[src/rtl/vga_timing_gen.sv]
// Raster timing generator: pixel/line counters, data-enable, sync decode,
// line/frame strobes, frame counter and a ce-qualified delayed copy of
// valid/hsync/vsync for matching downstream pixel-pipeline latency.
module vga_timing_gen #(
    parameter int   H_ACTIVE = 640,
    parameter int   H_FP     = 16,
    parameter int   H_SYNC   = 96,
    parameter int   H_BP     = 48,
    parameter int   V_ACTIVE = 480,
    parameter int   V_FP     = 10,
    parameter int   V_SYNC   = 2,
    parameter int   V_BP     = 33,
    parameter logic HS_POL   = 1'b0,
    parameter logic VS_POL   = 1'b0,
    parameter int   PIPE_DLY = 2,
    parameter int   CNT_W    = 11,
    parameter int   FC_W     = 8
) (
    input  logic             clk,
    input  logic             rst,
    input  logic             ce,
    output logic [CNT_W-1:0] x_pix,
    output logic [CNT_W-1:0] y_pix,
    output logic             valid,
    output logic             hsync,
    output logic             vsync,
    output logic             line_start,
    output logic             frame_start,
    output logic [FC_W-1:0]  frame_cnt,
    output logic             valid_d,
    output logic             hsync_d,
    output logic             vsync_d
);

    localparam int H_TOTAL = H_ACTIVE + H_FP + H_SYNC + H_BP;
    localparam int V_TOTAL = V_ACTIVE + V_FP + V_SYNC + V_BP;

    localparam logic [CNT_W-1:0] X_LAST   = CNT_W'(H_TOTAL - 1);
    localparam logic [CNT_W-1:0] Y_LAST   = CNT_W'(V_TOTAL - 1);
    localparam logic [CNT_W-1:0] X_ACT    = CNT_W'(H_ACTIVE);
    localparam logic [CNT_W-1:0] Y_ACT    = CNT_W'(V_ACTIVE);
    localparam logic [CNT_W-1:0] HS_START = CNT_W'(H_ACTIVE + H_FP);
    localparam logic [CNT_W-1:0] HS_END   = CNT_W'(H_ACTIVE + H_FP + H_SYNC);
    localparam logic [CNT_W-1:0] VS_START = CNT_W'(V_ACTIVE + V_FP);
    localparam logic [CNT_W-1:0] VS_END   = CNT_W'(V_ACTIVE + V_FP + V_SYNC);

    // Inactive pattern {valid, hsync, vsync} used for reset and pipeline fill
    localparam logic [2:0] IDLE_BITS = {1'b0, ~HS_POL, ~VS_POL};

    logic [CNT_W-1:0] x_reg, y_reg;
    logic [CNT_W-1:0] x_next, y_next;
    logic             valid_reg, hsync_reg, vsync_reg;
    logic             valid_next, hsync_next, vsync_next;
    logic             line_start_reg, frame_start_reg;
    logic [FC_W-1:0]  frame_cnt_reg;

    // Next-state counters and the sync/enable decode of that next position,
    // so registered decode lines up with the registered counters.
    always_comb begin
        x_next = (x_reg == X_LAST) ? '0 : x_reg + CNT_W'(1);
        y_next = y_reg;
        if (x_reg == X_LAST) begin
            y_next = (y_reg == Y_LAST) ? '0 : y_reg + CNT_W'(1);
        end
        valid_next = (x_next < X_ACT) && (y_next < Y_ACT);
        hsync_next = ((x_next >= HS_START) && (x_next < HS_END)) ? HS_POL : ~HS_POL;
        vsync_next = ((y_next >= VS_START) && (y_next < VS_END)) ? VS_POL : ~VS_POL;
    end

    // Counter, decode and strobe registers; reset parks at the last pixel so
    // the first ce lands on (0,0) and starts frame 1.
    always_ff @(posedge clk) begin
        if (rst) begin
            x_reg           <= X_LAST;
            y_reg           <= Y_LAST;
            valid_reg       <= 1'b0;
            hsync_reg       <= ~HS_POL;
            vsync_reg       <= ~VS_POL;
            line_start_reg  <= 1'b0;
            frame_start_reg <= 1'b0;
            frame_cnt_reg   <= '0;
        end else if (ce) begin
            x_reg           <= x_next;
            y_reg           <= y_next;
            valid_reg       <= valid_next;
            hsync_reg       <= hsync_next;
            vsync_reg       <= vsync_next;
            line_start_reg  <= (x_next == '0);
            frame_start_reg <= (x_next == '0) && (y_next == '0);
            if ((x_next == '0) && (y_next == '0)) begin
                frame_cnt_reg <= frame_cnt_reg + FC_W'(1);
            end
        end else begin
            line_start_reg  <= 1'b0;
            frame_start_reg <= 1'b0;
        end
    end

    assign x_pix       = x_reg;
    assign y_pix       = y_reg;
    assign valid       = valid_reg;
    assign hsync       = hsync_reg;
    assign vsync       = vsync_reg;
    assign line_start  = line_start_reg;
    assign frame_start = frame_start_reg;
    assign frame_cnt   = frame_cnt_reg;

    generate
        if (PIPE_DLY == 0) begin : g_no_dly
            assign {valid_d, hsync_d, vsync_d} = {valid_reg, hsync_reg, vsync_reg};
        end else begin : g_dly
            logic [2:0] dly_reg [PIPE_DLY];
            for (genvar gi = 0; gi < PIPE_DLY; gi++) begin : g_stage
                if (gi == 0) begin : g_first
                    // First stage samples the current registered decode
                    always_ff @(posedge clk) begin
                        if (rst) begin
                            dly_reg[gi] <= IDLE_BITS;
                        end else if (ce) begin
                            dly_reg[gi] <= {valid_reg, hsync_reg, vsync_reg};
                        end
                    end
                end else begin : g_next
                    // Later stages shift by one pixel per ce
                    always_ff @(posedge clk) begin
                        if (rst) begin
                            dly_reg[gi] <= IDLE_BITS;
                        end else if (ce) begin
                            dly_reg[gi] <= dly_reg[gi-1];
                        end
                    end
                end
            end
            assign {valid_d, hsync_d, vsync_d} = dly_reg[PIPE_DLY-1];
        end
    endgenerate

endmodule

[config.mk]
export PLATFORM = sky130hd
export DESIGN_NAME = vga_timing_gen
export DESIGN_NICKNAME = d
export VERILOG_FILES = /design/src/rtl/vga_timing_gen.sv
export SDC_FILE = /design/constraint.sdc
export NUM_CORES = 1
export LEC_CHECK = 0
export CORE_MARGIN = 3
export CORE_UTILIZATION = 57
export CTS_CLUSTER_SIZE = 16
export DETAILED_ROUTE_END_ITERATION = 10
export GPL_TIMING_DRIVEN = 0
export PLACE_DENSITY_LB_ADDON = 0.08
export SETUP_SLACK_MARGIN = 0.1
export SYNTH_ARGS = -nofsm -noshare
export SYNTH_HDL_FRONTEND = slang
export SYNTH_SLANG_ARGS = --single-unit
[constraint.sdc]
create_clock -name clk -period 7 [get_ports clk]
set_input_delay 1.05 -clock clk [delete_from_list [all_inputs] [get_ports clk]]
set_output_delay 1.05 -clock clk [all_outputs]
set_load 0.005 [all_outputs]
==> reports/metrics.cfg, run 1 <==
[cells_and_area]
antenna_cells=0
final_layout_size_suffix_gt1_share_pct=8.850
ff_latch_area_um2=880.8
nets=345
fin_util_pct=74.04
area_growth_syn_to_layout_pct=22.74
final_common_cell=clkdlybuf4s50_1
fill_cells=331
most-common-layout-cells=clkdlybuf4s50_1, dfxtp_1, nor2_1
multi_input_area_mm2=0.001484

[cts]
cts_buffers=5
holdBufCountCts=0
post_cts_buffers=0
cts.root.buffer_cell=clkbuf_8
h-tree-depth=2
ctsLongestPathBuffers=2
cts.clk_slew.worst_paths_ns=0.08
cts_tree=yes
clock_latency_ns=0.29
cts_sinks=41
post_cts_resized=0

[synthesis]
async_reset_ff_share_pct=0
synth_ff_type=dfxtp_1
synth_cell_type_count=59
yosysTopAreaCell=dfxtp_1
synth_nets=299
synth.area.top_cells=dfxtp_1, edfxtp_1, nor2_1
synthesis.area_mm2=0.002465
netlist_instances=292
ys.warnings.count=0
ys_seq_area_share_pct=35.74
synth_edf_count=6
syn_area_per_cell_um2=8.441
ys_seq_elements=41
synth_top_area_share_pct=28.43

[global_routing]
grt_usage_pct=25.92
grt_use_met3_pct=5.470
met2_usage_pct=39.39
gr-usage-met1_pct=36.83
grt.busiest_layer=met2
grt_pass1_wl_mm=10.72
grt_pass1_vias=2246
antenna_found_initial=0
grt_max_degree=14
grt_overflow=0

[timing]
fin_crit_sh_pct=45.45
drv_slew=0
setup_viol=0
worst_slack_ns=3.818
rsz0062_at_grt=no
max_freq_ghz=0.3143
hold_viol=0
skew_ns=0.006603
tns_ns=0
fin_hold_ws_ns=0.5103
relSlewSlack_pct=64.14
period_needed_ns=3.182
worstMarginPinSlew_ns=0.5378

[detailed_routing]
detail-route-antenna-nets=0
drt_first_pass_iters=4
routedWlPerCell_um=16.24
avgViaCountPerCell=6.237
drc=0
drt_iter0_drc=249
routed_wl_mm=6.316
vias=2426

[worst_setup_path]
path_max_fanout=10
r2r-start=x_pix[0]
worstRegToRegCells=10
crit_path_end_kind=flop
path_class=reg2reg
r2r_slack_ns=3.82
arrival_ns=3.36
crit_required_ns=7.18
reg2reg_to=frame_cnt[7]
cp-start-kind=flop

[power]
power_density_mw_per_mm2=205.0
vdd.ir_drop.worst_v=0.0001523
total_leakage_power_nw=1.136

[outcome]
status=finished clean

[min_path]
hp-start=g_dly.dly_reg[0][0]
hold_class=reg2reg
hold_end=g_dly.dly_reg[1][0]
hold_depth=1

[floorplan]
die_h_um=71.76
fp.dieW_um=71.76
io_pins=41
start_util_pct=60.32
core_mm2=0.004086
dieArea_mm2=0.005150
placementRows=23

[place]
dp_slack_ns=3.601
dpl.hpwl_mm=4.625
io_buffers=39
gp_congestion=0.9021

[flow_run]
cap_violations=0

[kinds of logic (layout without fill, tap and decap cells)]
logic type / after synthesis / count (layout) / share of synthesized area, %
DFF: 41 / 41 / 35.74
AOI/OAI and AO/OA: 53 / 53 / 15.08
buffers and inverters: 24 / 71 / 4.061
and+or+nand+nor: 148 / 148 / 34.37
xor gates and xnor gates: 11 / 11 / 3.909
muxes: 11 / 11 / 4.822
adders and majority gates: 4 / 4 / 2.031
[worst max-delay path, cell delays in order, from the launching register on]
cell	delay [ns]
dfxtp_1	0.43
ha_1	0.37
nand4_4	0.21
nor3_4	0.34
buf_2	0.27
o21ai_0	0.11
a22oi_1	0.23
o21ai_0	0.14
clkbuf_1	0.24
nor4_1	0.36
mux2_1	0.36
[routing by layer]
| metal | vias up | part of all wire [%] |
|---|---|---|
| met3 | 9 | 6.2 |
| met5 | - | 0 |
| met2 | 84 | 45 |
| li1 | 1180 | - |
| met4 | 0 | 1.3 |
| met1 | 1153 | 47 |
[Yosys cell counts (4+ instances only)]
master,n
ha_1,4
nor4_1,9
nor2b_1,11
edfxtp_1,6
xnor2_1,6
o21ai_0,14
nor3_1,7
inv_1,5
or3_1,7
nand4_1,12
or4_1,4
a21oi_1,10
mux2_1,4
dfxtp_1,35
xor2_1,5
nor2_1,33
mux2i_1,4
nand3_1,14
and3_1,12
nand2_1,20
clkbuf_1,10
buf_2,8
[layout make-up]
type / instances / area share [%]
multi-input combinational: 227 / 49.05
clock buffer: 6 / 2.399
inverter: 6 / 0.7444
timing repair buffer: 39 / 12.90
tap: 50 / 2.068
buffer: 18 / 2.564
sequential: 41 / 29.11
clock inverter: 2 / 1.158
[stage by stage]
step	total power, mW	cell area (um2)	cells
6_report	0.6202	3025	389
3_5_place_dp	0.4362	2918	381
3_3_place_gp	0.4350	2918	381
2_1_floorplan	0.3833	2465	292
5_1_grt	0.6542	3025	389
4_1_cts	0.6211	3025	389
[how the worst max path moves through the flow]
| stage | cells after the start | start | slack (ns) | end |
|---|---|---|---|---|
| after floorplan | 9 | x_pix[0] | 4.30 | frame_cnt[3] |
| after global placement | 6 | ce | 3.64 | frame_cnt[5] |
| after detailed placement | 6 | ce | 3.60 | frame_cnt[7] |
| after CTS | 10 | x_pix[0] | 3.83 | frame_cnt[7] |
| after global routing | 8 | x_pix[0] | 3.55 | frame_cnt[7] |
| final | 10 | x_pix[0] | 3.82 | frame_cnt[7] |
[power breakdown]
group	switching, mW	leakage (nW)	total [mW]	internal, mW
Combinational	0.102	0.745	0.171	0.0700
Clock	0.0796	0.0552	0.185	0.106
Sequential	0.0145	0.336	0.263	0.249
Total	0.196	1.14	0.620	0.425
Power figures use the tool's default switching activity.
==> inputs of run 2 (changes only) <==
--- a/config.mk
+++ b/config.mk
@@ -6,7 +6,7 @@
 export NUM_CORES = 1
 export LEC_CHECK = 0
 export CORE_MARGIN = 3
-export CORE_UTILIZATION = 57
+export CORE_UTILIZATION = 48
 export CTS_CLUSTER_SIZE = 16
 export DETAILED_ROUTE_END_ITERATION = 10
 export GPL_TIMING_DRIVEN = 0
==> constraint.sdc (replaced) <==
create_clock -name clk -period 2.8 [get_ports clk]
set_input_delay 0.42 -clock clk [delete_from_list [all_inputs] [get_ports clk]]
set_output_delay 0.42 -clock clk [all_outputs]
set_load 0.005 [all_outputs]
==> run 2 against run 1 <==
Clock-buffer cell count stayed put. Cell count is 11% higher. Hold slack worse by 0.0058 ns. Critical path depth is 1 lower. Final area is 16% higher. Register-to-register slack worse by 3.8 ns. Global-route usage is 3.2 points lower. Sequential power grew to 2.5 times the previous value. Die area is 17% higher. Combinational power grew to 3.7 times the previous value. First-iteration DRC count is 6.4% lower. Fmax is 16% higher. Largest cell class unchanged. Highest routed layer unchanged.
==> reports/metrics.cfg, run 2 (same netlist as run 1, synthesis figures left out) <==
[detailed_routing]
avgViaCountPerCell=6.047
drt_first_pass_iters=5
wl_met3_um=425
drt_iter0_drc=233
detail-route-antenna-nets=0
routedWlPerCell_um=17.70
routed_wl_mm=7.610
vias=2600
drc=0
routed-wl-met2_mm=3.599
wl_met1_mm=3.438
maxUsedRoutingLayer=met4

[floorplan]
fp.dieW_um=77.66
core_mm2=0.004848
start_util_pct=50.84
io_pins=41
placementRows=25
dieArea_mm2=0.006031
die_h_um=77.66

[worst_setup_path]
cp-start-kind=flop
cpLargestDelayFamily=simple AND/OR/NAND/NOR gates
critPathMaxStageDelay_ns=0.58
cp_cell_sequence=buf_4 > or2_4 > nor3_4 > buf_6 > o221ai_2 > or4_4 > buf_12 > nor4_4 > mux2_4
path_max_fanout=9
crit_required_ns=2.99
r2r-start=x_pix[5]
path_class=reg2reg
arrival_ns=2.93
crit_path_end_kind=flop
cp_slowest_cell=or4_4
critPathBufInv=3
cp-startpoint=x_pix[5]

[power]
pwr-share-comb_pct=37.9
p_sw_share_pct=35.03
pwr-share-seq_pct=39.3
vdd.ir_drop.worst_v=0.0002989
power.internal_mw=1.094
pwr-share-clk_pct=22.8
total_leakage_power_nw=1.368
power_density_mw_per_mm2=478.5
p_switching_uw=589.9
p_total_mw=1.684

[place]
gp_congestion=0.9002
dp_slack_ns=-0.2826
io_buffers=39
dpl.hpwl_mm=4.653

[cts]
cts_sinks=41
cts_tree=yes
cts.root.buffer_cell=clkbuf_8
cts.clk_slew.worst_paths_ns=0.08
clock_latency_ns=0.30
ctsLongestPathBuffers=2
h-tree-depth=2
cts_buffers=5

[timing]
period_needed_ns=2.733
hold_viol=0
max_freq_ghz=0.3659
worst_slack_ns=0.06676
drv_slew=0
skew_ns=0.003859
rsz0062_at_grt=yes
setup_viol=0
worstMarginPinSlew_ns=0.5485
fin_hold_ws_ns=0.5046
fin_crit_sh_pct=97.62
relSlewSlack_pct=63.44

[global_routing]
grt_max_degree=13
grt_usage_pct=22.69
grt_overflow=0
grt_pass1_wl_mm=11.12
antenna_found_initial=0
grt_pass1_vias=2220

[min_path]
hold_class=reg2reg
hp-start=g_dly.dly_reg[0][1]

[cells_and_area]
antenna_cells=0
final_layout_size_suffix_gt1_share_pct=25.34
area_growth_syn_to_layout_pct=42.79
nets=369
most-common-layout-cells=clkdlybuf4s50_1, nor2_1, dfxtp_1
final_common_cell=clkdlybuf4s50_1

[outcome]
status=finished clean

[flow_run]
cap_violations=0

[run 2: cell types whose count changed in the layout (fill, tap and decap cells not counted), moves of 6 or more]
cell     previous run  this run
dfxtp_4             0         6
mux2_4              0         6
nor4_4              0         7
dfxtp_1            35        28
nor4_1              9         2
buf_4               0        22
[run 2: worst paths after layout]
check                         to  slack, ns  cells past startpoint
min reg2reg  g_dly.dly_reg[1][1]       0.50                      1
max reg2reg         frame_cnt[7]       0.07                      9
min          g_dly.dly_reg[1][1]       0.50                      1
max                 frame_cnt[7]       0.07                      9
[run 2: metrics by stage]
step / utilization, % / instances / TNS, ns / area, um2
CTS: 66.48 / 414 / 0 / 3223
floorplan: - / 292 / 0 / 2467
finish: 72.59 / 430 / 0 / 3520
global route: 72.59 / 430 / -0.02941 / 3520
global placement: 60.67 / 398 / -1.561 / 2942
detailed placement: 60.67 / 398 / -1.574 / 2942
[run 2: layer usage]
layer	GRT usage (%)	vias to the layer above
li1	-	1235
met1	33.36	1244
met2	34.50	108
met3	3.132	13
met4	6.406	0
met5	0	-
[run 2: cell type report]
type / instances / area [um2]
fill: 364 / 1329
clock buffer: 6 / 72.57
tap: 67 / 83.83
timing repair buffer: 62 / 588.1
buffer: 18 / 118.9
sequential: 41 / 904.6
clock inverter: 2 / 10.01
multi-input combinational: 228 / 1719
inverter: 6 / 22.52
[run 2: power groups by stage]
stage	clock, mW	combinational (mW)	sequential [mW]
4_1_cts	0.384	0.495	0.661
5_1_grt	0.411	0.679	0.667
6_report	0.384	0.638	0.662
2_1_floorplan	0	0.293	0.667
3_5_place_dp	0	0.424	0.671
3_3_place_gp	0	0.423	0.671
[run 2: repair_timing]
item / in CTS / in global routing
endpoints found under the setup margin: 8 / 9
gates cloned: 2 / 1
gates resized for setup: 34 / 45
hold buffers: 0 / 0
pin swaps: 3 / 18
hold endpoints to repair: 0 / 0
setup buffers: 6 / 15
==> inputs of run 3 (changes only) <==
--- a/config.mk
+++ b/config.mk
@@ -6,9 +6,10 @@
 export NUM_CORES = 1
 export LEC_CHECK = 0
 export CORE_MARGIN = 3
-export CORE_UTILIZATION = 48
+export CORE_UTILIZATION = 57
 export CTS_CLUSTER_SIZE = 16
 export DETAILED_ROUTE_END_ITERATION = 10
+export DONT_BUFFER_PORTS = 1
 export GPL_TIMING_DRIVEN = 0
 export PLACE_DENSITY_LB_ADDON = 0.08
 export SETUP_SLACK_MARGIN = 0.1
==> run 3 against run 2 <==
Combinational power fell by 17%. Power fell by 0.23%. Non-clock buffer count fell by 46. Register-to-register slack improved by 0.04 ns. Highest routed layer unchanged. Via count fell by 8.7%. Critical endpoint unchanged. Die area fell by 15%. Critical path type unchanged.
==> reports/metrics.cfg, run 3 (same netlist as run 1, synthesis figures left out) <==
[worst_setup_path]
r2r_slack_ns=0.10
crit_required_ns=3.00
cp_cell_sequence=nand4bb_2 > or4_4 > a2bb2oi_2 > mux2i_2 > o21ai_2 > buf_6 > nor4_4 > mux2_4
cp-endpoint=frame_cnt[7]
critPathMaxStageDelay_ns=0.54
cp_slowest_cell=or4_4
r2r-start=x_pix[7]
path_class=reg2reg
cp-start-kind=flop
worstRegToRegCells=8
reg2reg_to=frame_cnt[7]
crit_path_end_kind=flop
path_max_fanout=8
cp-startpoint=x_pix[7]
arrival_ns=2.90

[power]
p_switching_uw=561.5
pwr-share-seq_pct=39.9
pwr-share-comb_pct=31.5
p_sw_share_pct=33.42
vdd.ir_drop.worst_v=0.0004851
total_leakage_power_nw=1.181
power.internal_mw=1.119
pwr-share-clk_pct=28.6
power_density_mw_per_mm2=552.8

[cts]
ctsLongestPathBuffers=2
cts.root.buffer_cell=clkbuf_8
h-tree-depth=2
holdBufCountCts=0
cts_buffers=5
clock_latency_ns=0.31
cts_tree=yes
cts_sinks=41
cts.clk_slew.worst_paths_ns=0.09

[floorplan]
io_pins=41
core_mm2=0.004086
placementRows=23
fp.dieW_um=71.76
die_h_um=71.76
dieArea_mm2=0.005150
start_util_pct=60.32

[outcome]
status=finished clean

[min_path]
hold_depth=2
hold_class=in2reg
hp-start=ce

[timing]
fin_crit_sh_pct=96.25
drv_slew=0
setup_viol=0
worst_slack_ns=0.1049
period_needed_ns=2.695
relSlewSlack_pct=63.79
skew_ns=0.01375
rsz0062_at_grt=yes
hold_viol=0
max_freq_ghz=0.3711
worstMarginPinSlew_ns=0.5431

[global_routing]
grt_overflow=0
antenna_found_initial=0
grt_usage_pct=25.88
grt_pass1_vias=2065
grt_max_degree=14
grt_pass1_wl_mm=10.45

[detailed_routing]
drc=0
avgViaCountPerCell=6.484
detail-route-antenna-nets=0
routed_wl_mm=6.943
routedWlPerCell_um=18.97
drt_first_pass_iters=7
drt_iter0_drc=183
vias=2373

[cells_and_area]
fill_cells=303
area_growth_syn_to_layout_pct=23.30
fin_util_pct=74.37
final_common_cell=nor2_1
most-common-layout-cells=nor2_1, dfxtp_1, nand2_1
finalInstanceArea_mm2=0.003039
nets=322
antenna_cells=0
final_layout_size_suffix_gt1_share_pct=27.85

[place]
dpl.hpwl_mm=4.455
gp_congestion=0.9137
placed_cell_area_mm2=0.002530
dp_slack_ns=-0.4359
io_buffers=0

[flow_run]
cap_violations=0

[run 3: changes by cell type in the layout (fill, tap and decap cells not counted), moves of 2 or more]
cell,before,now
clkdlybuf4s50_1,39,0
buf_4,22,14
dfxtp_2,1,6
buf_6,3,6
dfxtp_1,28,25
clkinv_2,2,0
dfxtp_4,6,4
[run 3: final cells by class]
type	instances	area, um2	share of cell area, %
plain buffers	18	120.1	3.952
repair buffers	16	123.9	4.076
clock buffers	5	68.82	2.264
clock inverters	3	41.29	1.359
well taps	50	62.56	2.058
inverters	6	25.02	0.8234
flip-flops and latches	41	903.4	29.72
multi-input cells	227	1694	55.74
[run 3: power groups by stage]
| stage | sequential, mW | combinational (mW) | clock [mW] |
|---|---|---|---|
| 4_1_cts | 0.667 | 0.414 | 0.484 |
| 6_report | 0.671 | 0.529 | 0.480 |
| 3_5_place_dp | 0.678 | 0.367 | 0 |
| 3_3_place_gp | 0.677 | 0.363 | 0 |
| 5_1_grt | 0.676 | 0.571 | 0.511 |
| 2_1_floorplan | 0.667 | 0.293 | 0 |
[run 3: critical path, delay by kind of cell, from the launching register on]
| family | cells | cell delay [ns] |
|---|---|---|
| AOI/OAI and AO/OA | 2 | 0.27 |
| buffers and inverters | 1 | 0.15 |
| DFF | 1 | 0.42 |
| muxes | 2 | 0.56 |
| and+or+nand+nor | 3 | 1.18 |
[run 3: repair_timing]
action,4_1_cts,5_1_grt
setup endpoints to repair,9,8
pin swaps,5,17
hold endpoints to repair,0,0
gates resized for setup,28,53
gates cloned,1,1
buffers inserted,5,9
[run 3: worst min-delay path by stage]
stage / to / slack, ns
after floorplan: g_dly.dly_reg[1][0] / 0.47
after global placement: g_dly.dly_reg[1][0] / 0.48
after detailed placement: g_dly.dly_reg[1][0] / 0.49
after CTS: x_pix[3] / 0.33
after global routing: x_pix[3] / 0.33
final: x_pix[3] / 0.33
[run 3: stage by stage]
stage               TNS (ns)  std cells  hold WS [ns]  power (mW)
floorplan                  0        292        0.4749      0.9592
finish                     0        366        0.3323       1.680
CTS                        0        356        0.3289       1.565
global route               0        366        0.3275       1.758
global placement      -1.495        342        0.4827       1.040
detailed placement    -1.977        342        0.4866       1.046
[run 3: layer usage]
metal  vias to the layer above  share of wire (%)  global-route usage (%)
li1                       1138                  -                       -
met1                      1153                 44                   36.59
met2                        72                 48                   39.59
met3                        10                5.8                   5.470
met4                         0                1.2                   7.933
met5                         -                  0                       0
